--- src/rtl/adder_subtractor_pkg.sv ---
// Shared types and elaboration helpers for the serial subtractor family.
package adder_subtractor_pkg;

  // Control states of the digit-serial subtractor.
  typedef enum logic [1:0] {
    IDLE = 2'd0,
    BUSY = 2'd1,
    DONE = 2'd2
  } sub_state_e;

  // True when the operand width splits into a whole number of digits.
  function automatic bit digit_cfg_ok(input int width, input int digit_w);
    return (digit_w > 0) && (width >= digit_w) && ((width % digit_w) == 0);
  endfunction

endpackage

--- src/rtl/digit_subtractor.sv ---
// Combinational DIGIT_W-bit subtractor built as a ripple of single-bit
// difference/borrow cells: {bout, d} = a - b - bin.
module digit_subtractor #(
  parameter int DIGIT_W = 4
) (
  input  logic [DIGIT_W-1:0] a,
  input  logic [DIGIT_W-1:0] b,
  input  logic               bin,
  output logic [DIGIT_W-1:0] d,
  output logic               bout
);

  // borrow_chain[i] is the borrow into bit i; the top entry is the digit borrow-out.
  logic [DIGIT_W:0] borrow_chain;

  assign borrow_chain[0] = bin;

  for (genvar gi = 0; gi < DIGIT_W; gi++) begin : g_bit
    assign d[gi]              = a[gi] ^ b[gi] ^ borrow_chain[gi];
    assign borrow_chain[gi+1] = (~a[gi] & b[gi]) | (~(a[gi] ^ b[gi]) & borrow_chain[gi]);
  end

  assign bout = borrow_chain[DIGIT_W];

endmodule

--- src/rtl/serial_subtractor.sv ---
// Digit-serial subtractor: diff = a - b - borrow_in, DIGIT_W bits per clock,
// LSB digit first, with valid/ready handshakes on both sides.
module serial_subtractor
  import adder_subtractor_pkg::*;
#(
  parameter int WIDTH   = 32,
  parameter int DIGIT_W = 4
) (
  input  logic             clk_i,
  input  logic             rst_i,
  input  logic             in_valid_i,
  output logic             in_ready_o,
  input  logic [WIDTH-1:0] a_i,
  input  logic [WIDTH-1:0] b_i,
  input  logic             borrow_i,
  output logic             out_valid_o,
  input  logic             out_ready_i,
  output logic [WIDTH-1:0] diff_o,
  output logic             borrow_o,
  output logic             ovf_o
);

  localparam int NUM_DIGITS = WIDTH / DIGIT_W;
  localparam int CNT_W      = (NUM_DIGITS > 1) ? $clog2(NUM_DIGITS) : 1;
  localparam logic [CNT_W-1:0] LAST_DIGIT = CNT_W'(NUM_DIGITS - 1);

  if (!digit_cfg_ok(WIDTH, DIGIT_W)) begin : g_bad_cfg
    $error("serial_subtractor: WIDTH must be a positive multiple of DIGIT_W");
  end

  sub_state_e       state_reg;
  sub_state_e       state_next;

  // Operand shift registers; the low digit is always the one being processed.
  logic [WIDTH-1:0] a_sh_reg;
  logic [WIDTH-1:0] b_sh_reg;
  // Partial result, filled from the MSB end so it is aligned after the last digit.
  logic [WIDTH-1:0] res_reg;
  logic             borrow_reg;
  logic [CNT_W-1:0] cnt_reg;
  logic             a_msb_reg;
  logic             b_msb_reg;

  // Output registers, only rewritten on the transition into DONE.
  logic [WIDTH-1:0] diff_reg;
  logic             borrow_out_reg;
  logic             ovf_reg;

  logic [DIGIT_W-1:0] dig_d;
  logic               dig_bout;
  logic [WIDTH-1:0]   res_shifted;
  logic               last_digit;

  digit_subtractor #(
    .DIGIT_W(DIGIT_W)
  ) u_digit (
    .a   (a_sh_reg[DIGIT_W-1:0]),
    .b   (b_sh_reg[DIGIT_W-1:0]),
    .bin (borrow_reg),
    .d   (dig_d),
    .bout(dig_bout)
  );

  // With a single digit there is nothing older to shift down.
  if (NUM_DIGITS == 1) begin : g_single
    assign res_shifted = dig_d;
  end else begin : g_multi
    assign res_shifted = {dig_d, res_reg[WIDTH-1:DIGIT_W]};
  end

  assign last_digit  = (cnt_reg == LAST_DIGIT);
  assign in_ready_o  = (state_reg == IDLE) && !rst_i;
  assign out_valid_o = (state_reg == DONE);
  assign diff_o      = diff_reg;
  assign borrow_o    = borrow_out_reg;
  assign ovf_o       = ovf_reg;

  // State register.
  always_ff @(posedge clk_i) begin
    if (rst_i) begin
      state_reg <= IDLE;
    end else begin
      state_reg <= state_next;
    end
  end

  // Next-state logic: accept in IDLE, one digit per BUSY cycle, hold in DONE until taken.
  always_comb begin
    state_next = state_reg;
    case (state_reg)
      IDLE:    if (in_valid_i)  state_next = BUSY;
      BUSY:    if (last_digit)  state_next = DONE;
      DONE:    if (out_ready_i) state_next = IDLE;
      default: state_next = IDLE;
    endcase
  end

  // Datapath: load operands on accept, consume one digit per BUSY cycle, publish on the last.
  always_ff @(posedge clk_i) begin
    if (rst_i) begin
      a_sh_reg       <= '0;
      b_sh_reg       <= '0;
      res_reg        <= '0;
      borrow_reg     <= 1'b0;
      cnt_reg        <= '0;
      a_msb_reg      <= 1'b0;
      b_msb_reg      <= 1'b0;
      diff_reg       <= '0;
      borrow_out_reg <= 1'b0;
      ovf_reg        <= 1'b0;
    end else begin
      case (state_reg)
        IDLE: begin
          if (in_valid_i) begin
            a_sh_reg   <= a_i;
            b_sh_reg   <= b_i;
            borrow_reg <= borrow_i;
            cnt_reg    <= '0;
            a_msb_reg  <= a_i[WIDTH-1];
            b_msb_reg  <= b_i[WIDTH-1];
          end
        end
        BUSY: begin
          a_sh_reg   <= a_sh_reg >> DIGIT_W;
          b_sh_reg   <= b_sh_reg >> DIGIT_W;
          res_reg    <= res_shifted;
          borrow_reg <= dig_bout;
          cnt_reg    <= cnt_reg + 1'b1;
          if (last_digit) begin
            diff_reg       <= res_shifted;
            borrow_out_reg <= dig_bout;
            // The last digit carries the result sign bit in its top position.
            ovf_reg        <= (a_msb_reg != b_msb_reg) && (dig_d[DIGIT_W-1] != a_msb_reg);
          end
        end
        default: ;
      endcase
    end
  end

endmodule

--- config.mk ---
export PLATFORM = sky130hd
export DESIGN_NAME = serial_subtractor
export DESIGN_NICKNAME = d
export VERILOG_FILES = /design/src/rtl/adder_subtractor_pkg.sv /design/src/rtl/digit_subtractor.sv /design/src/rtl/serial_subtractor.sv
export SDC_FILE = /design/constraint.sdc
export NUM_CORES = 1
export LEC_CHECK = 0
export ABC_CLOCK_PERIOD_IN_PS = 4590
export CORE_ASPECT_RATIO = 1.2
export CORE_MARGIN = 2
export CORE_UTILIZATION = 38
export CTS_CLUSTER_DIAMETER = 100
export CTS_CLUSTER_SIZE = 28
export DETAILED_ROUTE_END_ITERATION = 7
export DONT_BUFFER_PORTS = 1
export SLEW_MARGIN = 20
export SYNTH_ARGS = -nofsm -noshare
export SYNTH_HDL_FRONTEND = slang
export SYNTH_SLANG_ARGS = --single-unit
--- constraint.sdc ---
create_clock -name clk_i -period 4.59 [get_ports clk_i]
set_clock_uncertainty 0.1 [all_clocks]
set_input_delay 0.459 -clock clk_i [delete_from_list [all_inputs] [get_ports clk_i]]
set_output_delay 0.459 -clock clk_i [all_outputs]
set_load 0.05 [all_outputs]
==> impl_summary.log <==
INFO  metric status = complete, no violations
INFO  metric syn-instance-count = 596
INFO  metric finalWirelength = 12.8 mm
INFO  metric synthDominantCellAreaShare = 48.7%
INFO  metric crit_type = register to output pin
INFO  metric p_sw = 0.000694 W
INFO  metric cts_made_buffers = 17
INFO  metric track_usage = 16.8%
INFO  metric cts_htree_levels = 4
INFO  metric postSynth.asyncResetShare = 0%
INFO  metric timing.critical_path.slowest_cell_delay = 880 ps
INFO  metric share_seq_of_total_power = 42.6%
INFO  metric cts-root-buf = sky130_fd_sc_hd__clkbuf_16
INFO  metric synth_most_common_cell = sky130_fd_sc_hd__dfxtp_1
INFO  metric fin_crit_sh = 57.6%
INFO  metric fin_worst_hold_slack = 9.55 ps
INFO  metric drt_iter0_drc = 285
INFO  metric worst_ep_required_time = 4030 ps
INFO  metric min_period = 2640 ps
INFO  metric yosysTopAreaCell = sky130_fd_sc_hd__dfxtp_1
INFO  metric clk-insertion-delay-late = 420 ps
INFO  metric power.leakage = 2.22 nW
INFO  metric power_per_cell_area = 476 nW/um^2
INFO  metric synth_ff_type = sky130_fd_sc_hd__dfxtp_1
INFO  metric die_height = 136 um
INFO  metric synth.avg_cell_area = 9.25 um^2
INFO  metric final_non_filler_cell_total = 771
INFO  metric layout.filler_cells = 1,435
INFO  metric fp.dieW = 114 um
INFO  metric tightestPinTransition = 1070 ps
INFO  metric drtAntennaViolNets = 0
INFO  metric slew_headroom = 28.4%
INFO  metric achievable-frequency = 0.378 GHz
INFO  metric register_area = 2690 um^2
INFO  metric finalHoldViolCount = 0
INFO  metric ir_worst_vdd = 0.000223 V
INFO  metric startpoint_kind_of_the_worst_setup_timing_path = register
INFO  metric setup_viol = 0
INFO  metric timing.critical_path.slowest_stage_cell = sky130_fd_sc_hd__nor3_2
INFO  metric portion_of_total_power_attributed_to_combinational_logic = 8.9%
INFO  metric io_buffer_count = 0
INFO  metric share_clk_of_total_power = 48.5%
INFO  metric slew_violations = 0
INFO  metric seq_area_frac_synth = 48.7%
INFO  metric drive_gt1_share = 10.9%
INFO  metric cts_tree = done
INFO  metric num_rows = 48
INFO  metric routed-via-count = 3,983
INFO  metric rsz0062_at_grt = no
INFO  metric crit_fanout = 62
INFO  metric first_global_vias = 3,965
INFO  metric max_cap_viol_count = 0
INFO  metric fin_tns_setup = 0 ps
INFO  metric synthesis.yosys.warnings = 0
INFO  metric cpLargestDelayFamily = simple AND/OR/NAND/NOR gates
INFO  metric cts.reportedPaths.clkPinSlew = 60 ps
INFO  metric grt_pass1_wl = 20.1 mm
INFO  metric synth_cell_types = 28
INFO  metric place_inst = 725
INFO  metric dpl.hpwl = 7.61 mm
INFO  metric finish.net_count = 657
INFO  metric worst_setup_end_kind = output pin
INFO  metric routedWlPerCell = 16.6 um
INFO  metric cts_buffer_depth = 2
INFO  metric core_region_area = 14,300 um^2
INFO  metric cp_data_arrival_time = 2090 ps
INFO  metric vias_per_cell = 5.17
INFO  metric area.growth.synth_to_final = 13.1%
INFO  metric synth.area.top_cells = sky130_fd_sc_hd__dfxtp_1 (49%), sky130_fd_sc_hd__mux2i_1 (10%), sky130_fd_sc_hd__nand2_1 (8.2%), sky130_fd_sc_hd__a21oi_1 (5.9%), sky130_fd_sc_hd__a211oi_1 (5.6%)
INFO  metric gpl.final_weighted_congestion = 0.706
INFO  metric crit_chain = buf_4 > nor3_2
INFO  metric swShare = 23.4%
INFO  metric firstDrtPassIters = 4
INFO  metric worst_slack = 1950 ps
INFO  metric synth.cell_area = 5510 um^2
INFO  metric grt_start_max_net_pins = 89
INFO  metric pre_cts_ws = 2110 ps
INFO  metric cts_num_sinks = 134
INFO  metric worst_hold_path_type = input pin to register
INFO  metric yosys_register_bits = 134
INFO  metric initial_core_util = 38.6%
INFO  metric ys_top_cells_by_count = sky130_fd_sc_hd__dfxtp_1 (134), sky130_fd_sc_hd__nand2_1 (121), sky130_fd_sc_hd__nor2_1 (71)
INFO  metric gr-total-overflow = 0
INFO  metric grt_antenna_before_repair = 1
INFO  metric design.portCount = 105
INFO  metric fp.dieArea = 15,500 um^2
INFO  metric synth_edf_count = 0
INFO  metric drc = 0
INFO  metric multi_input_combinational_cell_area = 2500 um^2
INFO  metric syn_nets = 671
INFO  metric timing.critical_path.buf_inv = 1
INFO  metric internal_power = 0.00227 W
cell type report:
cell class	count	share of cell area, %
Inverter	7	0.422
Clock buffer	22	7.95
Clock inverter	10	2.25
Antenna cell	1	0.0402
Sequential cell	134	43.1
Tap cell	175	3.51
Multi-Input combinational cell	405	40.1
Timing Repair Buffer	17	2.57
through the flow:
step	cell area (um^2)	utilization (%)	total power, W
after floorplan	5510	-	0.00152
after global placement	5460	38.2	0.00152
after detailed placement	5460	38.2	0.00153
after CTS	6220	43.5	0.00299
after global routing	6230	43.6	0.00308
final	6230	43.6	0.00296
cell usage in the layout, fill, tap and decap left out:
cell,n
sky130_fd_sc_hd__bufinv_16,3
sky130_fd_sc_hd__a211oi_1,41
sky130_fd_sc_hd__dfxtp_1,133
sky130_fd_sc_hd__mux2i_1,56
sky130_fd_sc_hd__dfxtp_4,1
sky130_fd_sc_hd__o21a_1,1
sky130_fd_sc_hd__clkbuf_16,18
sky130_fd_sc_hd__clkinvlp_4,3
sky130_fd_sc_hd__diode_2,1
sky130_fd_sc_hd__or3b_2,1
sky130_fd_sc_hd__nor2b_4,1
sky130_fd_sc_hd__a21oi_1,65
sky130_fd_sc_hd__o21ba_4,1
sky130_fd_sc_hd__dlygate4sd3_1,13
sky130_fd_sc_hd__nor2b_1,1
sky130_fd_sc_hd__nand3b_1,2
sky130_fd_sc_hd__fa_1,4
sky130_fd_sc_hd__a211oi_2,23
sky130_fd_sc_hd__or3b_1,1
sky130_fd_sc_hd__nor3b_4,1
sky130_fd_sc_hd__inv_6,2
sky130_fd_sc_hd__nor2_1,71
sky130_fd_sc_hd__clkbuf_8,3
sky130_fd_sc_hd__a22oi_1,6
sky130_fd_sc_hd__clkinv_2,2
sky130_fd_sc_hd__ha_1,2
sky130_fd_sc_hd__nand3_1,2
sky130_fd_sc_hd__inv_1,7
sky130_fd_sc_hd__and3b_1,1
sky130_fd_sc_hd__o21bai_2,1
sky130_fd_sc_hd__nand2b_1,2
sky130_fd_sc_hd__clkbuf_1,1
sky130_fd_sc_hd__nand2_1,121
sky130_fd_sc_hd__nor3_2,1
sky130_fd_sc_hd__buf_4,4
worst paths after layout:
check,start,endpoint,slack [ps],cells past startpoint
setup / recovery,state_reg[0],in_ready_o,1950,2
hold / removal,rst_i,a_sh_reg[4],10,1
setup reg to reg,b_sh_reg[0],ovf_o,2100,10
hold reg to reg,res_reg[6],diff_o[2],360,2
power by group through the flow:
stage	Clock (W)	Combinational, W	Sequential (W)
after global routing	0.00151	0.000293	0.00127
after CTS	0.00146	0.000267	0.00126
after detailed placement	0	0.000246	0.00129
after floorplan	0	0.000241	0.00128
after global placement	0	0.000238	0.00128
final	0.00144	0.000263	0.00126
repair_timing:
action | CTS | global route
hold buffers | 12 | 1
gates resized for setup | 0 | 0
buffers inserted | 0 | 0
endpoints found under the hold margin | 9 | 2
setup endpoints to repair | 0 | 0
kinds of logic after synthesis:
group / Yosys count / share of synthesized area [%]
multiplexers: 56 / 10.2
adder cells (fa/ha/maj): 6 / 1.91
AO/OA/AOI/OAI: 138 / 18.1
flip-flops: 134 / 48.7
AND/OR/NAND/NOR: 205 / 14.9
buffers and inverters: 57 / 6.29
worst register-to-register path, cell delays in order, from the launching register on:
cell and delay [ps]:
sky130_fd_sc_hd__dfxtp_1 310, sky130_fd_sc_hd__inv_1 80, sky130_fd_sc_hd__fa_1 160, sky130_fd_sc_hd__inv_1 50
sky130_fd_sc_hd__fa_1 370, sky130_fd_sc_hd__fa_1 370, sky130_fd_sc_hd__inv_1 80, sky130_fd_sc_hd__fa_1 460
sky130_fd_sc_hd__nor2_1 130, sky130_fd_sc_hd__a21oi_1 70, sky130_fd_sc_hd__a211oi_1 220
per-layer routing:
metal	GRT usage, %	part of all wire (%)
met3	5.88	5.6
met2	28.3	49
met5	0	0
met1	19.8	44
met4	5.89	1.4
No activity file was read; power rests on OpenSTA's default activity.
